**config.mk**
```make
export PLATFORM = sky130hd
export DESIGN_NAME = rps_match_fsmd_flat
export DESIGN_NICKNAME = d
export VERILOG_FILES = /design/src/rtl/rps_pkg.sv /design/src/rtl/rps_match_fsmd_if.sv /design/src/rtl/rps_match_fsmd_judge.sv /design/src/rtl/rps_match_fsmd.sv /design/src/flat_wrapper.sv
export SDC_FILE = /design/constraint.sdc
export NUM_CORES = 1
export LEC_CHECK = 0
export CORE_MARGIN = 10
export CORE_UTILIZATION = 60
export DETAILED_ROUTE_END_ITERATION = 8
export DONT_BUFFER_PORTS = 1
export GPL_ROUTABILITY_DRIVEN = 1
export HOLD_SLACK_MARGIN = 0.03
export PLACE_DENSITY = 0.76
export SYNTH_ARGS = -nofsm -noshare
export SYNTH_HDL_FRONTEND = slang
export SYNTH_SLANG_ARGS = --single-unit
```
**constraint.sdc**
```tcl
create_clock -name clk -period 5.6 [get_ports clk]
set_input_delay 0.56 -clock clk [delete_from_list [all_inputs] [get_ports clk]]
set_output_delay 0.56 -clock clk [all_outputs]
set_load 0.01 [all_outputs]
```
**src/rtl/rps_pkg.sv**
```systemverilog
// Shared types for the rock-paper-scissors match block: move and result
// encodings as they appear on the pins, plus the controller states.
package rps_pkg;

   // Player move as it arrives on the low two bits of PRIMO/SECONDO
   typedef enum logic [1:0] {
      NONE     = 2'b00,
      ROCK     = 2'b01,
      PAPER    = 2'b10,
      SCISSORS = 2'b11
   } move_t;

   // Shared encoding for the manche result and the match result
   typedef enum logic [1:0] {
      R_NONE = 2'b00,
      R_P1   = 2'b01,
      R_P2   = 2'b10,
      R_DRAW = 2'b11
   } result_t;

   // Match controller states
   typedef enum logic [1:0] {
      IDLE = 2'b00,
      PLAY = 2'b01,
      DONE = 2'b10
   } state_t;

endpackage

```
**src/rtl/rps_match_fsmd_if.sv**
```systemverilog
// Command/result bundle between the player encoders, the match block and
// the result display. The master drives commands and moves; the slave (the
// match block) drives the registered results.
interface rps_match_fsmd_if #(
   parameter int SETUP_W = 4,
   parameter int CNT_W   = 5
);

   logic                   INIZIO_SETUP;
   logic                   INIZIO_CONTO;
   logic                   FINE_CONTO;
   logic [SETUP_W/2-1:0]   PRIMO;
   logic [SETUP_W/2-1:0]   SECONDO;
   logic [1:0]             MANCHE;
   logic [1:0]             PARTITA;
   logic [CNT_W-1:0]       PLAYED;

   modport master (
      output INIZIO_SETUP, INIZIO_CONTO, FINE_CONTO, PRIMO, SECONDO,
      input  MANCHE, PARTITA, PLAYED
   );

   modport slave (
      input  INIZIO_SETUP, INIZIO_CONTO, FINE_CONTO, PRIMO, SECONDO,
      output MANCHE, PARTITA, PLAYED
   );

endinterface

```
**src/rtl/rps_match_fsmd_judge.sv**
```systemverilog
// Combinational referee for a single manche: two moves in, one result out.
// Any invalid move makes the whole manche invalid.
module rps_judge
   import rps_pkg::*;
(
   input  move_t   p1Move_i,
   input  move_t   p2Move_i,
   output result_t result_o
);

   // Rock beats scissors, scissors beat paper, paper beats rock
   always_comb begin
      result_o = R_NONE;
      if (p1Move_i == NONE || p2Move_i == NONE) begin
         result_o = R_NONE;
      end else if (p1Move_i == p2Move_i) begin
         result_o = R_DRAW;
      end else if ((p1Move_i == ROCK     && p2Move_i == SCISSORS) ||
                   (p1Move_i == SCISSORS && p2Move_i == PAPER)    ||
                   (p1Move_i == PAPER    && p2Move_i == ROCK)) begin
         result_o = R_P1;
      end else begin
         result_o = R_P2;
      end
   end

endmodule

```
**src/rtl/rps_match_fsmd.sv**
```systemverilog
// Rock-paper-scissors match controller and datapath. Judges each manche,
// keeps both scores, the played counter and the match result, and closes
// the match on a lead/limit rule or on an explicit FINE_CONTO.
// Optional build macro RPS_NO_REPEAT_EN: the winner of the previous
// decisive manche may not replay the winning move in the next manche.
module rps_match_fsmd
   import rps_pkg::*;
#(
   parameter int MIN_ROUNDS = 4,
   parameter int SETUP_W    = 4,
   parameter int WIN_LEAD   = 2,
   parameter int CNT_W      = $clog2(MIN_ROUNDS + 2**SETUP_W)
)(
   input logic             clk,
   input logic             rst_n,
   rps_match_fsmd_if.slave bus
);

   state_t           state_q, state_d;
   result_t          manche_q, manche_d;
   result_t          partita_q, partita_d;
   logic [CNT_W-1:0] played_q, played_d;
   logic [CNT_W-1:0] score1_q, score1_d;
   logic [CNT_W-1:0] score2_q, score2_d;
   logic [CNT_W-1:0] maxRounds_q, maxRounds_d;
   logic [CNT_W-1:0] leadAbs;

   move_t            p1Move;
   move_t            p2Move;
   result_t          judgeRes;
   logic             repeatViolation;

   assign p1Move = move_t'(bus.PRIMO[1:0]);
   assign p2Move = move_t'(bus.SECONDO[1:0]);

   rps_judge u_judge (
      .p1Move_i (p1Move),
      .p2Move_i (p2Move),
      .result_o (judgeRes)
   );

`ifdef RPS_NO_REPEAT_EN
   logic  lastWinValid_q, lastWinValid_d;
   logic  lastWinP2_q, lastWinP2_d;
   move_t lastWinMove_q, lastWinMove_d;

   // A manche is void if last manche's winner plays the same winning move
   assign repeatViolation = lastWinValid_q &&
                            (lastWinP2_q ? (p2Move == lastWinMove_q)
                                         : (p1Move == lastWinMove_q));
`else
   assign repeatViolation = 1'b0;
`endif

   // Match result from the current scores: leader, or tie when level
   function automatic result_t leaderOf(input logic [CNT_W-1:0] s1,
                                        input logic [CNT_W-1:0] s2);
      if (s1 > s2)      return R_P1;
      else if (s2 > s1) return R_P2;
      else              return R_DRAW;
   endfunction

   // Next-state and datapath update; setup overrides everything, then
   // FINE_CONTO, then INIZIO_CONTO
   always_comb begin
      state_d     = state_q;
      manche_d    = manche_q;
      partita_d   = partita_q;
      played_d    = played_q;
      score1_d    = score1_q;
      score2_d    = score2_q;
      maxRounds_d = maxRounds_q;
      leadAbs     = '0;
`ifdef RPS_NO_REPEAT_EN
      lastWinValid_d = lastWinValid_q;
      lastWinP2_d    = lastWinP2_q;
      lastWinMove_d  = lastWinMove_q;
`endif
      if (bus.INIZIO_SETUP) begin
         maxRounds_d = CNT_W'(MIN_ROUNDS) + CNT_W'({bus.SECONDO, bus.PRIMO});
         played_d    = '0;
         score1_d    = '0;
         score2_d    = '0;
         manche_d    = R_NONE;
         partita_d   = R_NONE;
         state_d     = PLAY;
`ifdef RPS_NO_REPEAT_EN
         lastWinValid_d = 1'b0;
         lastWinP2_d    = 1'b0;
         lastWinMove_d  = NONE;
`endif
      end else begin
         case (state_q)
            PLAY: begin
               if (bus.FINE_CONTO) begin
                  state_d   = DONE;
                  manche_d  = R_NONE;
                  partita_d = leaderOf(score1_q, score2_q);
               end else if (bus.INIZIO_CONTO) begin
                  if (judgeRes == R_NONE || repeatViolation) begin
                     manche_d = R_NONE;
                  end else begin
                     manche_d = judgeRes;
                     played_d = played_q + 1'b1;
                     if (judgeRes == R_P1) score1_d = score1_q + 1'b1;
                     if (judgeRes == R_P2) score2_d = score2_q + 1'b1;
`ifdef RPS_NO_REPEAT_EN
                     lastWinValid_d = (judgeRes != R_DRAW);
                     lastWinP2_d    = (judgeRes == R_P2);
                     lastWinMove_d  = (judgeRes == R_P2) ? p2Move : p1Move;
`endif
                     leadAbs = (score1_d >= score2_d) ? (score1_d - score2_d)
                                                      : (score2_d - score1_d);
                     if ((played_d >= CNT_W'(MIN_ROUNDS) &&
                          leadAbs >= CNT_W'(WIN_LEAD)) ||
                         played_d == maxRounds_q) begin
                        state_d   = DONE;
                        partita_d = leaderOf(score1_d, score2_d);
                     end
                  end
               end
            end
            DONE: begin
               manche_d = R_NONE;
            end
            default: begin
            end
         endcase
      end
   end

   // State and datapath registers; reset abandons any match in progress
   always_ff @(posedge clk or negedge rst_n) begin
      if (!rst_n) begin
         state_q     <= IDLE;
         manche_q    <= R_NONE;
         partita_q   <= R_NONE;
         played_q    <= '0;
         score1_q    <= '0;
         score2_q    <= '0;
         maxRounds_q <= CNT_W'(MIN_ROUNDS);
      end else begin
         state_q     <= state_d;
         manche_q    <= manche_d;
         partita_q   <= partita_d;
         played_q    <= played_d;
         score1_q    <= score1_d;
         score2_q    <= score2_d;
         maxRounds_q <= maxRounds_d;
      end
   end

`ifdef RPS_NO_REPEAT_EN
   // Remembers who won the last decisive manche and with which move
   always_ff @(posedge clk or negedge rst_n) begin
      if (!rst_n) begin
         lastWinValid_q <= 1'b0;
         lastWinP2_q    <= 1'b0;
         lastWinMove_q  <= NONE;
      end else begin
         lastWinValid_q <= lastWinValid_d;
         lastWinP2_q    <= lastWinP2_d;
         lastWinMove_q  <= lastWinMove_d;
      end
   end
`endif

   assign bus.MANCHE  = manche_q;
   assign bus.PARTITA = partita_q;
   assign bus.PLAYED  = played_q;

endmodule

```
**src/flat_wrapper.sv**
```systemverilog
// flat-port wrapper written by rule: the top's interface ports become plain ports
module rps_match_fsmd_flat import rps_pkg::*;
#(
   parameter int MIN_ROUNDS = 4,
   parameter int SETUP_W    = 4,
   parameter int WIN_LEAD   = 2,
   parameter int CNT_W      = $clog2(MIN_ROUNDS + 2**SETUP_W)
)
  (clk, rst_n, bus_INIZIO_SETUP, bus_INIZIO_CONTO, bus_FINE_CONTO, bus_PRIMO, bus_SECONDO, bus_MANCHE, bus_PARTITA, bus_PLAYED);
  rps_match_fsmd_if #(.SETUP_W(SETUP_W), .CNT_W(CNT_W)) bus_i ();
  input logic clk;
  input logic rst_n;
  input wire logic [$bits(bus_i.INIZIO_SETUP)-1:0] bus_INIZIO_SETUP;
  input wire logic [$bits(bus_i.INIZIO_CONTO)-1:0] bus_INIZIO_CONTO;
  input wire logic [$bits(bus_i.FINE_CONTO)-1:0] bus_FINE_CONTO;
  input wire logic [$bits(bus_i.PRIMO)-1:0] bus_PRIMO;
  input wire logic [$bits(bus_i.SECONDO)-1:0] bus_SECONDO;
  output wire logic [$bits(bus_i.MANCHE)-1:0] bus_MANCHE;
  output wire logic [$bits(bus_i.PARTITA)-1:0] bus_PARTITA;
  output wire logic [$bits(bus_i.PLAYED)-1:0] bus_PLAYED;
  assign bus_i.INIZIO_SETUP = bus_INIZIO_SETUP;
  assign bus_i.INIZIO_CONTO = bus_INIZIO_CONTO;
  assign bus_i.FINE_CONTO = bus_FINE_CONTO;
  assign bus_i.PRIMO = bus_PRIMO;
  assign bus_i.SECONDO = bus_SECONDO;
  assign bus_MANCHE = bus_i.MANCHE;
  assign bus_PARTITA = bus_i.PARTITA;
  assign bus_PLAYED = bus_i.PLAYED;
  rps_match_fsmd #(.MIN_ROUNDS(MIN_ROUNDS), .SETUP_W(SETUP_W), .WIN_LEAD(WIN_LEAD), .CNT_W(CNT_W)) u_core (.clk(clk), .rst_n(rst_n), .bus(bus_i));
endmodule
```
=== After elaboration in Yosys (flattened, before gate mapping) ===
Cells that the tools add are included.

* Bits in latches: 0
* Memory bits (writable): 0
* Memory bits (read-only): 0
* Flip-flop bits (word level): 26
* Input bits: 9
* Memories: 0
* Word-level logic and storage cells: 107

* Mux-type cells: 52
* Magnitude comparators: 7
* $add $sub $neg: 6
* Bitwise gates (word level): 0
* Equal/unequal tests: 16
* Div/mod/pow operators: 0
* Shift-type cells: 0
* Multiply operators: 0
* Reductions and logical operators: 19

{| class="wikitable"
|+ Operator list
! operator !! count
|-
| $mux 5 || 28
|-
| $mux 2 || 21
|-
| $gt 5x5->1 || 4
|-
| $add 5x1->5 const B || 3
|-
| $eq 2x2->1 const B || 6
|-
| $sub 5x5->5 || 2
|-
| $reduce_bool 3->1 || 3
|-
| $eq 2x1->1 const B || 4
|-
| $reduce_and 4->1 || 2
|-
| $logic_not 2->1 || 3
|-
| $add 3x4->5 const A || 1
|-
| $eq 5x5->1 || 1
|-
| $ge 5x2->1 const B || 1
|-
| $ge 5x3->1 const B || 1
|-
| $ge 5x5->1 || 1
|-
| $logic_and 1x1->1 || 4
|-
| $logic_or 1x1->1 || 4
|-
| $ne 2x2->1 const B || 2
|-
| $ne 4x4->1 const B || 1
|-
| $pmux 2 s2 || 1
|-
| $reduce_bool 2->1 || 2
|-
| $ne 3x3->1 const B || 1
|-
| $eq 2x2->1 || 1
|-
| $mux 1 || 2
|-
| $reduce_and 2->1 || 1
|}

=== Depth between registers and ports, before layout ===
Gate-level depths: netlist of the first run.

* Depth in word-level cells: 25
* Gate-level depth with buffers: 19

=== Hierarchy ===
Synthesis of the first run repeated with hierarchy kept, for this count alone.

* Cell total of the unflattened synthesis: 235
* Area, all modules: 2130.8 µm²

{| class="wikitable"
|+ By module, submodules not included
! module !! instances !! cells an instance !! area an instance (µm²)
|-
| rps_match_fsmd || 1 || 227 || 2070.7
|-
| rps_judge || 1 || 8 || 60.1
|}

=== Worst setup path after synthesis of the first run ===
Ideal clock, no wire load.

* Path type: in2reg
* From: input bus_SECONDO[0]
* To: register u_core.partita_q[0] (netlist: u_core.bus.PARTITA[0])
* Stages on the path: 18
* Slack: 1.623 ns
* Data required time: 5.474 ns
* Arrival time: 3.851 ns
* Path buffers: 1
* Cells stage by stage: inv_1 -> ha_1 -> a211oi_4 -> o21a_1 -> buf_6 -> mux2i_1 -> inv_1 -> ha_1 -> nand2b_1 -> nor2_1 -> o21ai_0 -> mux2i_1 -> or3_1 -> nand4b_1 -> a211oi_1 -> a311o_1 -> and2_4 -> a311o_1

* Word-level cells in the longest chain between the ends: 23
* Elaborated cells on any way between the ends: 49
* Classes of those cells: 2 x add/sub; 4 x order compare; 7 x eq/ne; 24 x mux; 12 x reduce/logical

{| class="wikitable"
|+ Ends and longest elaborated chain
! element !! RTL line !! text
|-
| from (decl) || flat_wrapper.sv:17 || <nowiki>input wire logic [$bits(bus_i.SECONDO)-1:0] bus_SECONDO;</nowiki>
|-
| $eq 2x2->1, on equally long branches || rps_match_fsmd_judge.sv:18, rps_match_fsmd_judge.sv:19 ||
|-
| $logic_and 1x1->1, on equally long branches || rps_match_fsmd_judge.sv:18, rps_match_fsmd_judge.sv:19 ||
|-
| $logic_or 1x1->1 || rps_match_fsmd_judge.sv:18 || <nowiki>end else if ((p1Move_i == ROCK && p2Move_i == SCISSORS) ||</nowiki>
|-
| $logic_or 1x1->1 || rps_match_fsmd_judge.sv:19 || <nowiki>(p1Move_i == SCISSORS && p2Move_i == PAPER) ||</nowiki>
|-
| $mux 2 || rps_match_fsmd_judge.sv:18 ||
|-
| $mux 2 || rps_match_fsmd_judge.sv:16 || <nowiki>end else if (p1Move_i == p2Move_i) begin</nowiki>
|-
| $mux 2 (*) || rps_match_fsmd_judge.sv:14 || <nowiki>if (p1Move_i == NONE || p2Move_i == NONE) begin</nowiki>
|-
| branches (longest 16 deep; another with $sub 5x5->5) || -- ||
|-
| to (signal assigned) || rps_match_fsmd.sv:145 || <nowiki>partita_q <= partita_d;</nowiki>
|-
| to (decl) || rps_match_fsmd.sv:21 || <nowiki>result_t partita_q, partita_d;</nowiki>
|}

Every way passes the cells marked *. The select of a mux whose other input is x is not followed.
A chain may end at the register's enable or synchronous reset.

=== Worst setup path after layout of the first run ===
* From: input bus_SECONDO[0]
* To: register u_core.partita_q[1] (netlist: u_core.bus.PARTITA[1])

* Word-level cells in the longest chain between the ends: 22
* Elaborated cells on any way between the ends: 47
* Classes of those cells: 2 x add/sub; 3 x order compare; 7 x eq/ne; 23 x mux; 12 x reduce/logical

{| class="wikitable"
|+ Ends and longest elaborated chain
! element !! RTL line
|-
| $eq 2x2->1, on equally long branches || rps_match_fsmd_judge.sv:18, rps_match_fsmd_judge.sv:19
|-
| $logic_and 1x1->1, on equally long branches || rps_match_fsmd_judge.sv:18, rps_match_fsmd_judge.sv:19
|-
| $logic_or 1x1->1 || rps_match_fsmd_judge.sv:18
|-
| $logic_or 1x1->1 || rps_match_fsmd_judge.sv:19
|-
| $mux 2 || rps_match_fsmd_judge.sv:18
|-
| $mux 2 || rps_match_fsmd_judge.sv:16
|-
| $mux 2 (*) || rps_match_fsmd_judge.sv:14
|-
| branches (longest 15 deep; another with $sub 5x5->5) || --
|}

Marks and branches as above.

==> results of run 1 <==
-- layout by cell type (no fill, tap or decap), types with 2 or more instances in the layout --
cell type / n
or3_1: 3
and3_1: 4
nor3_1: 3
a311o_1: 3
nor2b_1: 4
clkbuf_8: 3
a21oi_1: 17
dfrtp_1: 25
nand2b_1: 7
nand3_1: 12
a211oi_1: 5
o21ai_1: 3
fa_1: 2
o31ai_1: 2
xor2_1: 15
mux2i_1: 5
nand4_1: 4
mux2_2: 5
nand4b_1: 2
ha_1: 21
inv_1: 25
nand2_1: 21
o21ai_0: 15
o21a_1: 3
xnor2_1: 16
nor2_1: 33
a211o_1: 2
o22ai_1: 4
a211oi_4: 2
-- layout make-up --
class	count	area [um^2]
Fill cell	371	1420
Tap cell	50	62.6
Sequential cell	26	652
Multi-Input combinational cell	241	1790
Inverter	26	97.6
Clock buffer	3	41.3
Clock inverter	1	30.0
Timing Repair Buffer	2	27.5
-- flip-flops by register name (all words and copies together) (netlist names) --
name and count:
u_core.bus.PLAYED 5, u_core.maxRounds_q 5, u_core.score1_q 5, u_core.score2_q 5
u_core.bus.MANCHE 2, u_core.bus.PARTITA 2, u_core.state_q 2
-- metrics by stage --
step | setup WS (ps) | total power, W
floorplan | 1620 | 0.000322
global placement | 1080 | 0.000340
detailed placement | 1050 | 0.000342
CTS | 1330 | 0.000504
global route | 1030 | 0.000527
finish | 1300 | 0.000501
-- what timing repair did --
item | 4_1_cts | 5_1_grt
hold buffers | 1 | 0
endpoints found under the hold margin | 25 | 0
gates resized for setup | 0 | 0
setup buffers | 0 | 0
endpoints found under the setup margin | 0 | 0
-- power by group through the flow --
stage | Sequential (W) | Combinational, W | Clock, W
after global placement | 0.000217 | 0.000122 | 0
after detailed placement | 0.000217 | 0.000125 | 0
final | 0.000213 | 0.000131 | 0.000157
after CTS | 0.000214 | 0.000131 | 0.000160
after global routing | 0.000215 | 0.000147 | 0.000165
after floorplan | 0.000213 | 0.000108 | 0
-- routing by layer --
metal	wire, um	vias up
met1	2780	1005
met4	76	0
met2	2820	29
met5	0	-
met3	219	8
li1	-	1046
-- final timing paths --
check / cells past startpoint / slack [ps] / end
hold / removal: 1 / 90 / u_core.bus.PLAYED[1]
setup reg to reg: 14 / 2060 / u_core.bus.PARTITA[1]
setup / recovery: 17 / 1300 / u_core.bus.PARTITA[1]
max in group asynchronous: 1 / 5360 / u_core.state_q[1]
hold reg to reg: 2 / 530 / u_core.maxRounds_q[2]
min in group clk: 1 / 330 / u_core.maxRounds_q[2]
-- logic make-up (layout without fill, tap and decap cells) --
group           after synthesis  count (layout)  synth area share, %
compound gates               70              70                 20.4
mux                          11              11                 4.65
fa+ha+maj                    24              24                 12.0
simple gates                104             104                 20.1
buf+inv                      41              32                 6.62
xor+xnor                     32              32                 11.3
flops                        26              26                 25.0
==> impl_metrics.yaml, run 1 <==
pwr:
  p_comb_share_pct: 26.2
  pwr-share-seq_pct: 42.5
  leakagePower_nw: 1.23
  p_sw_w: 0.000145
  clock_power_share_pct: 31.3
  peakVddDrop_mv: 0.213
  p_int_w: 0.000356
  swShare_pct: 28.9
  power.density_nw_per_um2: 186
synthesis:
  synth_top_area_share_pct: 24.0
  async_reset_ff_share_pct: 100
  netlist_top_cells_area: "dfrtp_1 (24%), ha_1 (10%), xnor2_1 (5.4%)"
  synth_nets: 340
  synthCells: 308
  synth_top_area_cell: "dfrtp_1"
  yosysMostFrequentCell: "nor2_1"
  yosysSeqAreaShare_pct: 25.0
  syn_area_per_cell_um2: 8.47
  yosysWarnings: 0
  ys_ff_latch: 26
  syn_area_um2: 2610
  synthTopCellsByCount: "nor2_1 (33), dfrtp_1 (25), inv_1 (25)"
  ys.flop_type: "dfrtp_1"
  synth_edf_count: 0
  ys_types: 61
routing:
  ant_nets: 0
  via_per_inst: 5.98
  drt-total-wl_um: 5890
  wl_per_cell_um: 16.9
  first_pass_iters: 4
  num_vias: 2088
  drc: 0
  initialDrtViolationCount: 139
setup_path:
  crit_slowest_cell: "mux2i_1"
  required_ps: 5760
  worstPathCellList: "inv_1, ha_1, a211oi_4, o21a_1, mux2i_1, inv_1, ha_1, nand2b_1, nor2_1, o21ai_0, mux2i_1, or3_1, nand4b_1, a211oi_1, a311o_1, and2_4, a311o_1"
  slowest_delay_ps: 480
  crit_start: "bus_SECONDO[0]"
  rr_startpoint: "u_core.score1_q[0]"
  path_buf_inv: 2
  endpoint_kind: "flop"
  crit_fanout: 9
  critical-path-top-delay-family: "compound AO/OA/AOI/OAI gates"
  critPathArrivalTime_ps: 4460
  startpoint_type: "primary input"
  path_class: "primary input to flop"
global_route:
  grt_max_degree: 28
  track_usage_pct: 16.6
  grt_overflow: 0
  grt_pass1_vias: 2072
  grt-busiest-layer: "met2"
  globalRouteMet3Util_pct: 3.88
  antenna_found_initial: 0
  grt.met1_usage_pct: 21.0
  grt_pass1_wl_um: 10100
  use_met2_pct: 27.2
die:
  die_x_um: 86.0
  ioPinCount: 18
  core_region_area_um2: 4120
  rows: 23
  die_h_um: 86.0
  die_area_um2: 7390
  start_util_pct: 63.4
final_layout:
  diodes: 0
  finalNonFillerCells: 349
  fin_util_pct: 65.5
  nets: 332
  drive_gt1_share_pct: 9.70
  syn_to_final_growth_pct: 3.31
  final_area_um2: 2700
timing:
  drv_slew: 0
  worst_slew_pin_slew_ps: 712
  grt_setup_unrepaired: "no"
  fin_crit_sh_pct: 76.7
  hold_viol: 0
  slew-limit-headroom_pct: 51.9
  finalClockSkew_ps: 6.41
  tns_ps: 0
  timing.hold.ws_ps: 87.7
  fmax_mhz: 233
  finalCriticalPeriod_ps: 4300
  finalSetupViolations: 0
clock_network:
  cts_buffers: 3
  clk_pin_slew_ps: 90
  clockBufferDepth: 2
  cts_tree: "built"
  root_buffer: "clkbuf_8"
  clock-sinks: 26
  clock_latency_ps: 280
  htreeDepth: 1
status:
  outcome: "completed"
place:
  place_congestion: 0.864
  place_area_um2: 2610
  dpl.cell_count: 344
  io_buffers: 0
  dpl.hpwl_um: 4600
run:
  cap_violations: 0
worst_hold_path:
  hold_class: "primary input to async pin"
(Power assumes the default switching activity.)
==> run 2: changes to the inputs <==
clock period = 4.35 ns   (was 5.6 ns; I/O delays follow)
==> impl_metrics.yaml, run 2 (synthesis results as in run 1) <==
pwr:
  p_total_w: 0.000652
  p_sw_w: 0.000191
  peakVddDrop_mv: 0.179
  power.density_nw_per_um2: 239
  leakagePower_nw: 1.25
  pwr-share-seq_pct: 42.3
  clock_power_share_pct: 31.6
  p_comb_share_pct: 26.1
  swShare_pct: 29.3
  p_int_w: 0.000461
global_route:
  grt-busiest-layer: "met2"
  grt_overflow: 0
  track_usage_pct: 17.1
  grt_max_degree: 28
  globalRouteMet3Util_pct: 3.97
  grt.met1_usage_pct: 21.6
  grt_pass1_wl_um: 10600
  use_met2_pct: 28.2
  grt_pass1_vias: 2179
  antenna_found_initial: 0
routing:
  ant_nets: 0
  wl_per_cell_um: 17.0
  num_vias: 2142
  first_pass_iters: 4
  drt-total-wl_um: 5990
  via_per_inst: 6.07
  initialDrtViolationCount: 125
  drc: 0
final_layout:
  drive_gt1_share_pct: 10.6
  fin_util_pct: 66.3
  diodes: 0
  final_area_um2: 2730
  nets: 336
  final_common_cell: "nor2_1"
  final_cell_mix: "nor2_1 (33), inv_1 (25), dfrtp_1 (25)"
  n_fill_cell: 353
  syn_to_final_growth_pct: 4.55
timing:
  slew-limit-headroom_pct: 50.1
  drv_slew: 0
  fin_crit_sh_pct: 86.5
  worst_slew_pin_slew_ps: 742
  finalSetupViolations: 0
  fmax_mhz: 266
  finalClockSkew_ps: 1.51
  grt_setup_unrepaired: "no"
  tns_ps: 0
  finalCriticalPeriod_ps: 3760
  hold_viol: 0
die:
  die_x_um: 86.0
  core_region_area_um2: 4120
  ioPinCount: 18
  rows: 23
  die_h_um: 86.0
  die_area_um2: 7390
  start_util_pct: 63.4
run:
  cap_violations: 0
clock_network:
  clock-sinks: 26
  cts_resized: 0
  post_cts_buffers: 0
  postCtsHoldBufs: 2
  cts_buffers: 3
  clockBufferDepth: 2
  clock_latency_ps: 270
  root_buffer: "clkbuf_8"
  htreeDepth: 1
  clk_pin_slew_ps: 100
  cts_tree: "built"
status:
  outcome: "completed"
place:
  place_area_um2: 2630
  dpl.hpwl_um: 4690
  place_congestion: 0.937
  io_buffers: 0
setup_path:
  slowest_delay_ps: 380
  path_buf_inv: 2
  crit_slowest_cell: "ha_1"
  startpoint_type: "primary input"
  endpoint_kind: "flop"
  worstPathCellList: "inv_1, ha_1, mux2_4, a21oi_1, o21ai_1, inv_1, nand2_1, xor2_1, ha_1, a21oi_1, o21ai_1, a311oi_4, a211oi_1, a311o_1, and2_4, a311o_1"
  path_class: "primary input to flop"
  required_ps: 4520
  critical-path-top-delay-family: "compound AO/OA/AOI/OAI gates"
  crit_fanout: 7
  critPathArrivalTime_ps: 3930
worst_hold_path:
  hold_class: "primary input to flop"
[run 2: cell count changes in the layout (fill, tap and decap cells not counted)]
cell / previous run / this run
buf_4: 1 / 4
dlygate4sd3_1: 0 / 1
[run 2: layer usage]
layer / wire length (um) / vias up / part of all wire, %
li1: - / 1057 / -
met2: 2810 / 51 / 47
met4: 145 / 0 / 2.4
met5: 0 / - / 0
met3: 354 / 13 / 5.9
met1: 2680 / 1021 / 45
[run 2: final timing paths]
kind / depth (start not counted) / from / endpoint / slack (ps)
max: 16 / bus_SECONDO[0] / u_core.bus.PARTITA[0] / 590
min: 1 / bus_SECONDO[0] / u_core.maxRounds_q[2] / 200
max reg2reg: 13 / u_core.score2_q[0] / u_core.bus.PARTITA[0] / 1100
min reg2reg: 2 / u_core.maxRounds_q[2] / u_core.maxRounds_q[2] / 530
max in group asynchronous: 2 / rst_n / u_core.maxRounds_q[2] / 3500
min in group asynchronous: 2 / rst_n / u_core.score2_q[0] / 620
[run 2: layout make-up]
cell class / count / area (um^2) / share of cell area [%]
clock buffer: 3 / 41.3 / 1.51
sequential: 26 / 652 / 23.9
clock inverter: 1 / 30.0 / 1.10
timing repair buffer: 6 / 60.1 / 2.20
multi-input combinational: 241 / 1790 / 65.4
inverter: 26 / 97.6 / 3.58
tap: 50 / 62.6 / 2.29
[run 2: power by group through the flow]
stage | Clock, W | Sequential, W | Combinational [W]
after detailed placement | 0 | 0.000281 | 0.000161
final | 0.000206 | 0.000276 | 0.000170
after global routing | 0.000217 | 0.000278 | 0.000192
after floorplan | 0 | 0.000275 | 0.000139
after CTS | 0.000205 | 0.000276 | 0.000171
after global placement | 0 | 0.000281 | 0.000158
[run 2: through the flow]
stage | hold slack (ps) | setup WS, ps | std cells
final | 201 | 589 | 353
after global routing | 196 | 233 | 353
after CTS | 204 | 567 | 353
after detailed placement | 140 | 275 | 347
after global placement | 140 | 300 | 347
after floorplan | 139 | 498 | 308
==> RTL edit 1 (config.mk and constraints of run 2) <==
Encoding of `state_t`: now one-hot (3 bits for 3 states).
--- a/src/rtl/rps_pkg.sv
+++ b/src/rtl/rps_pkg.sv
@@ -19,10 +19,10 @@
    } result_t;
 
    // Match controller states
-   typedef enum logic [1:0] {
-      IDLE = 2'b00,
-      PLAY = 2'b01,
-      DONE = 2'b10
+   typedef enum logic [2:0] {
+      IDLE = 3'b001,
+      PLAY = 3'b010,
+      DONE = 3'b100
    } state_t;
 
 endpackage
Function: no difference found for any inputs over 4 cycles, from zero or initial values and one cycle with rst_n low; so few cycles prove little.
==> RTL edit 1 against run 2 <==
Combinational power down 14%. Final area down 7.8%. Fmax up 0.34%. Sequential power up 2%. Total power down 9.3%. Count of clock-buffer cells in the layout unchanged. First-iteration DRC count up 22%. Routed wire length down 12%. Die area down 6.0%. Sequential cell count up 1. Worst setup slack better by 13 ps. Synthesized area down 7.8%. Largest cell class unchanged.
==> RTL edit 1: results (changes against run 2) <==
sequential element share of the synthesized area: 28.2% (+3.2 points)
Synth Area in Compound Gates: 16.1% (-4.3 points)
R2R Setup Slk: 890 ps (-210 ps)
Top delay family on crit path: simple AND/OR/NAND/NOR gates
Worst Path Arrival: 3970 ps (+40 ps)
Detailed Place HPWL: 4.08 mm (-13%)
status: complete, no violations
CTS sink cnt: 27 (+3.8%)
largest cells by area after synthesis: dfrtp_1, ha_1, xnor2_1
Vias/cell: 6.03 (-0.61%)
DRT iter0 DRCs: 153 (+22%)
#MultiIn Comb: 211 (-12%)
fraction of area in multi-input gates: 62.7% (-2.7 points)
GR Util met2: 22.8% (-5.4 points)
layout cells sized above 1: 11.7% (+1.2 points)
pwr dens: 235 nW/um^2 (-1.7%)
minimum clock period: 3750 ps (-12.6 ps)
Worst Path Max Fanout: 6 (-1)
Seq group: 0.282 mW (+2%)
Worst-Skew Late Latency: 300 ps (+30 ps)
XOR/XNOR Fraction of Synth Area: 12.3% (+1.1 points)
# rows: 22 (-4.3%)
synth unique cells: 54 (-11%)
Internal: 0.402 mW (-13%)
relative slew slack: 71.4% (+21 points)
met1 GRT Util: 20.1% (-1.5 points)
## RTL edit 1: cell count changes in the layout (fill, tap and decap cells not counted), moves of 3 or more
cell,run 2,this run
a21oi_1,17,10
o22ai_1,4,1
a311o_1,3,0
o21ai_1,3,0
nand2b_1,7,4
nand4_1,4,7
a31oi_1,0,3
nand3_1,12,8
nor2_1,33,25
## RTL edit 1: metrics by stage
stage          utilization (%)  std cells
6_report                  66.7        321
2_1_floorplan                -        274
5_1_grt                   66.7        321
3_5_place_dp              64.6        315
3_3_place_gp              64.6        315
4_1_cts                   66.7        321
## RTL edit 1: final timing paths
path                                    start                    end  cells after the start
max in group asynchronous               rst_n  u_core.maxRounds_q[2]                      2
setup / recovery               bus_SECONDO[0]  u_core.bus.PARTITA[0]                     14
min in group asynchronous               rst_n   u_core.bus.PLAYED[3]                      2
hold / removal               bus_INIZIO_SETUP      u_core.state_q[0]                      1
hold reg to reg             u_core.state_q[0]      u_core.state_q[0]                      2
setup reg to reg           u_core.score1_q[0]  u_core.bus.PARTITA[0]                     11
==> RTL edit 2 (config.mk and constraints of run 2) <==
Made on the original files. `MIN_ROUNDS` is set to 4 in 2 places; all go to 8.
--- a/src/rtl/rps_match_fsmd.sv
+++ b/src/rtl/rps_match_fsmd.sv
@@ -6,7 +6,7 @@
 module rps_match_fsmd
    import rps_pkg::*;
 #(
-   parameter int MIN_ROUNDS = 4,
+   parameter int MIN_ROUNDS = 8,
    parameter int SETUP_W    = 4,
    parameter int WIN_LEAD   = 2,
    parameter int CNT_W      = $clog2(MIN_ROUNDS + 2**SETUP_W)
--- a/src/flat_wrapper.sv
+++ b/src/flat_wrapper.sv
@@ -1,7 +1,7 @@
 // flat-port wrapper written by rule: the top's interface ports become plain ports
 module rps_match_fsmd_flat import rps_pkg::*;
 #(
-   parameter int MIN_ROUNDS = 4,
+   parameter int MIN_ROUNDS = 8,
    parameter int SETUP_W    = 4,
    parameter int WIN_LEAD   = 2,
    parameter int CNT_W      = $clog2(MIN_ROUNDS + 2**SETUP_W)
Formal check against the unedited RTL: not equivalent (a bounded check fails within 10 cycles, from zero or initial values and one cycle with rst_n low).
==> RTL edit 2 against run 2 <==
Synthesized area fell by 10%. Final area fell by 10%. Cell count fell by 14%. Worst setup slack improved by 390 ps. Routed wire length fell by 15%. Register-to-register slack got worse by 120 ps. Via count fell by 15%. Worst hold slack improved by 1.0 ps. Synthesized cell count fell by 15%. Sequential cell count did not move. Total power rose by 2.5%. Critical endpoint is now u_core.bus.PARTITA[1]. Largest power group unchanged.
==> RTL edit 2: results (changes against run 2) <==
relative slew slack: 53.3% (+3.2 points)
Worst Path Arrival: 3550 ps (-380 ps)
Internal: 0.468 mW (+1.6%)
DRT iter0 DRCs: 108 (-14%)
hold endpoint: u_core.state_q[1]
Comb. pwr: 0.180 mW (+6%)
vias in the first global route: 1807 (-17%)
CP Capture Point: u_core.bus.PARTITA[1]
buffer share of cell area: 1.84% (-0.36 points)
Placed Instances: 296 (-15%)
Plain + repair buffers: 4 (-2)
min-delay src: bus_INIZIO_SETUP
#MultiIn Comb: 197 (-18%)
layout cells sized above 1: 7.87% (-2.7 points)
GR Util met2: 25.2% (-3.0 points)
register fraction of the total cell area: 26.7% (+2.8 points)
Syn Nets: 289 (-15%)
number of fill cells in the layout: 315 (-11%)
global-route wire length before repair: 8.72 mm (-18%)
combinational power share: 26.9% (+0.8 points)
Placement Cell Area: 2340 sq um (-11%)
drt wl/cell: 16.8 um (-0.75%)
RePlAce Congestion: 0.888 (-5.2%)
Min Hold Slack: 202 ps (+0.996 ps)
met3 Use GR: 4.00% (+0.022 points)
status: complete, no violations
R2R depth: 12 (-1)
area of the multi-input gates: 1530 sq um (-14%)
Worst Clk Skew: 10.5 ps (+8.97 ps)
[RTL edit 2: cells by family after synthesis]
| kind of cell | after synthesis | share of synthesized area [%] |
|---|---|---|
| simple gates | 84 | 19.1 |
| compound gates | 50 | 16.2 |
| buf+inv | 38 | 6.99 |
| xor+xnor | 36 | 15.5 |
| flops | 26 | 27.8 |
| fa+ha+maj | 19 | 10.8 |
| mux | 8 | 3.73 |
[RTL edit 2: worst max-delay path: stages (launching register included)]
cell,delay (ps)
dfrtp_1,450
ha_1,200
inv_1,50
o22a_4,270
nor3_1,200
xnor2_1,120
ha_1,490
and4_1,280
a211oi_1,60
a221o_1,400
a211o_1,320
and4_1,180
a211o_1,260
[RTL edit 2: per-layer routing]
layer,up-vias,wire length (um)
met4,0,159
met1,878,2220
li1,894,-
met3,15,249
met2,43,2460
met5,-,0
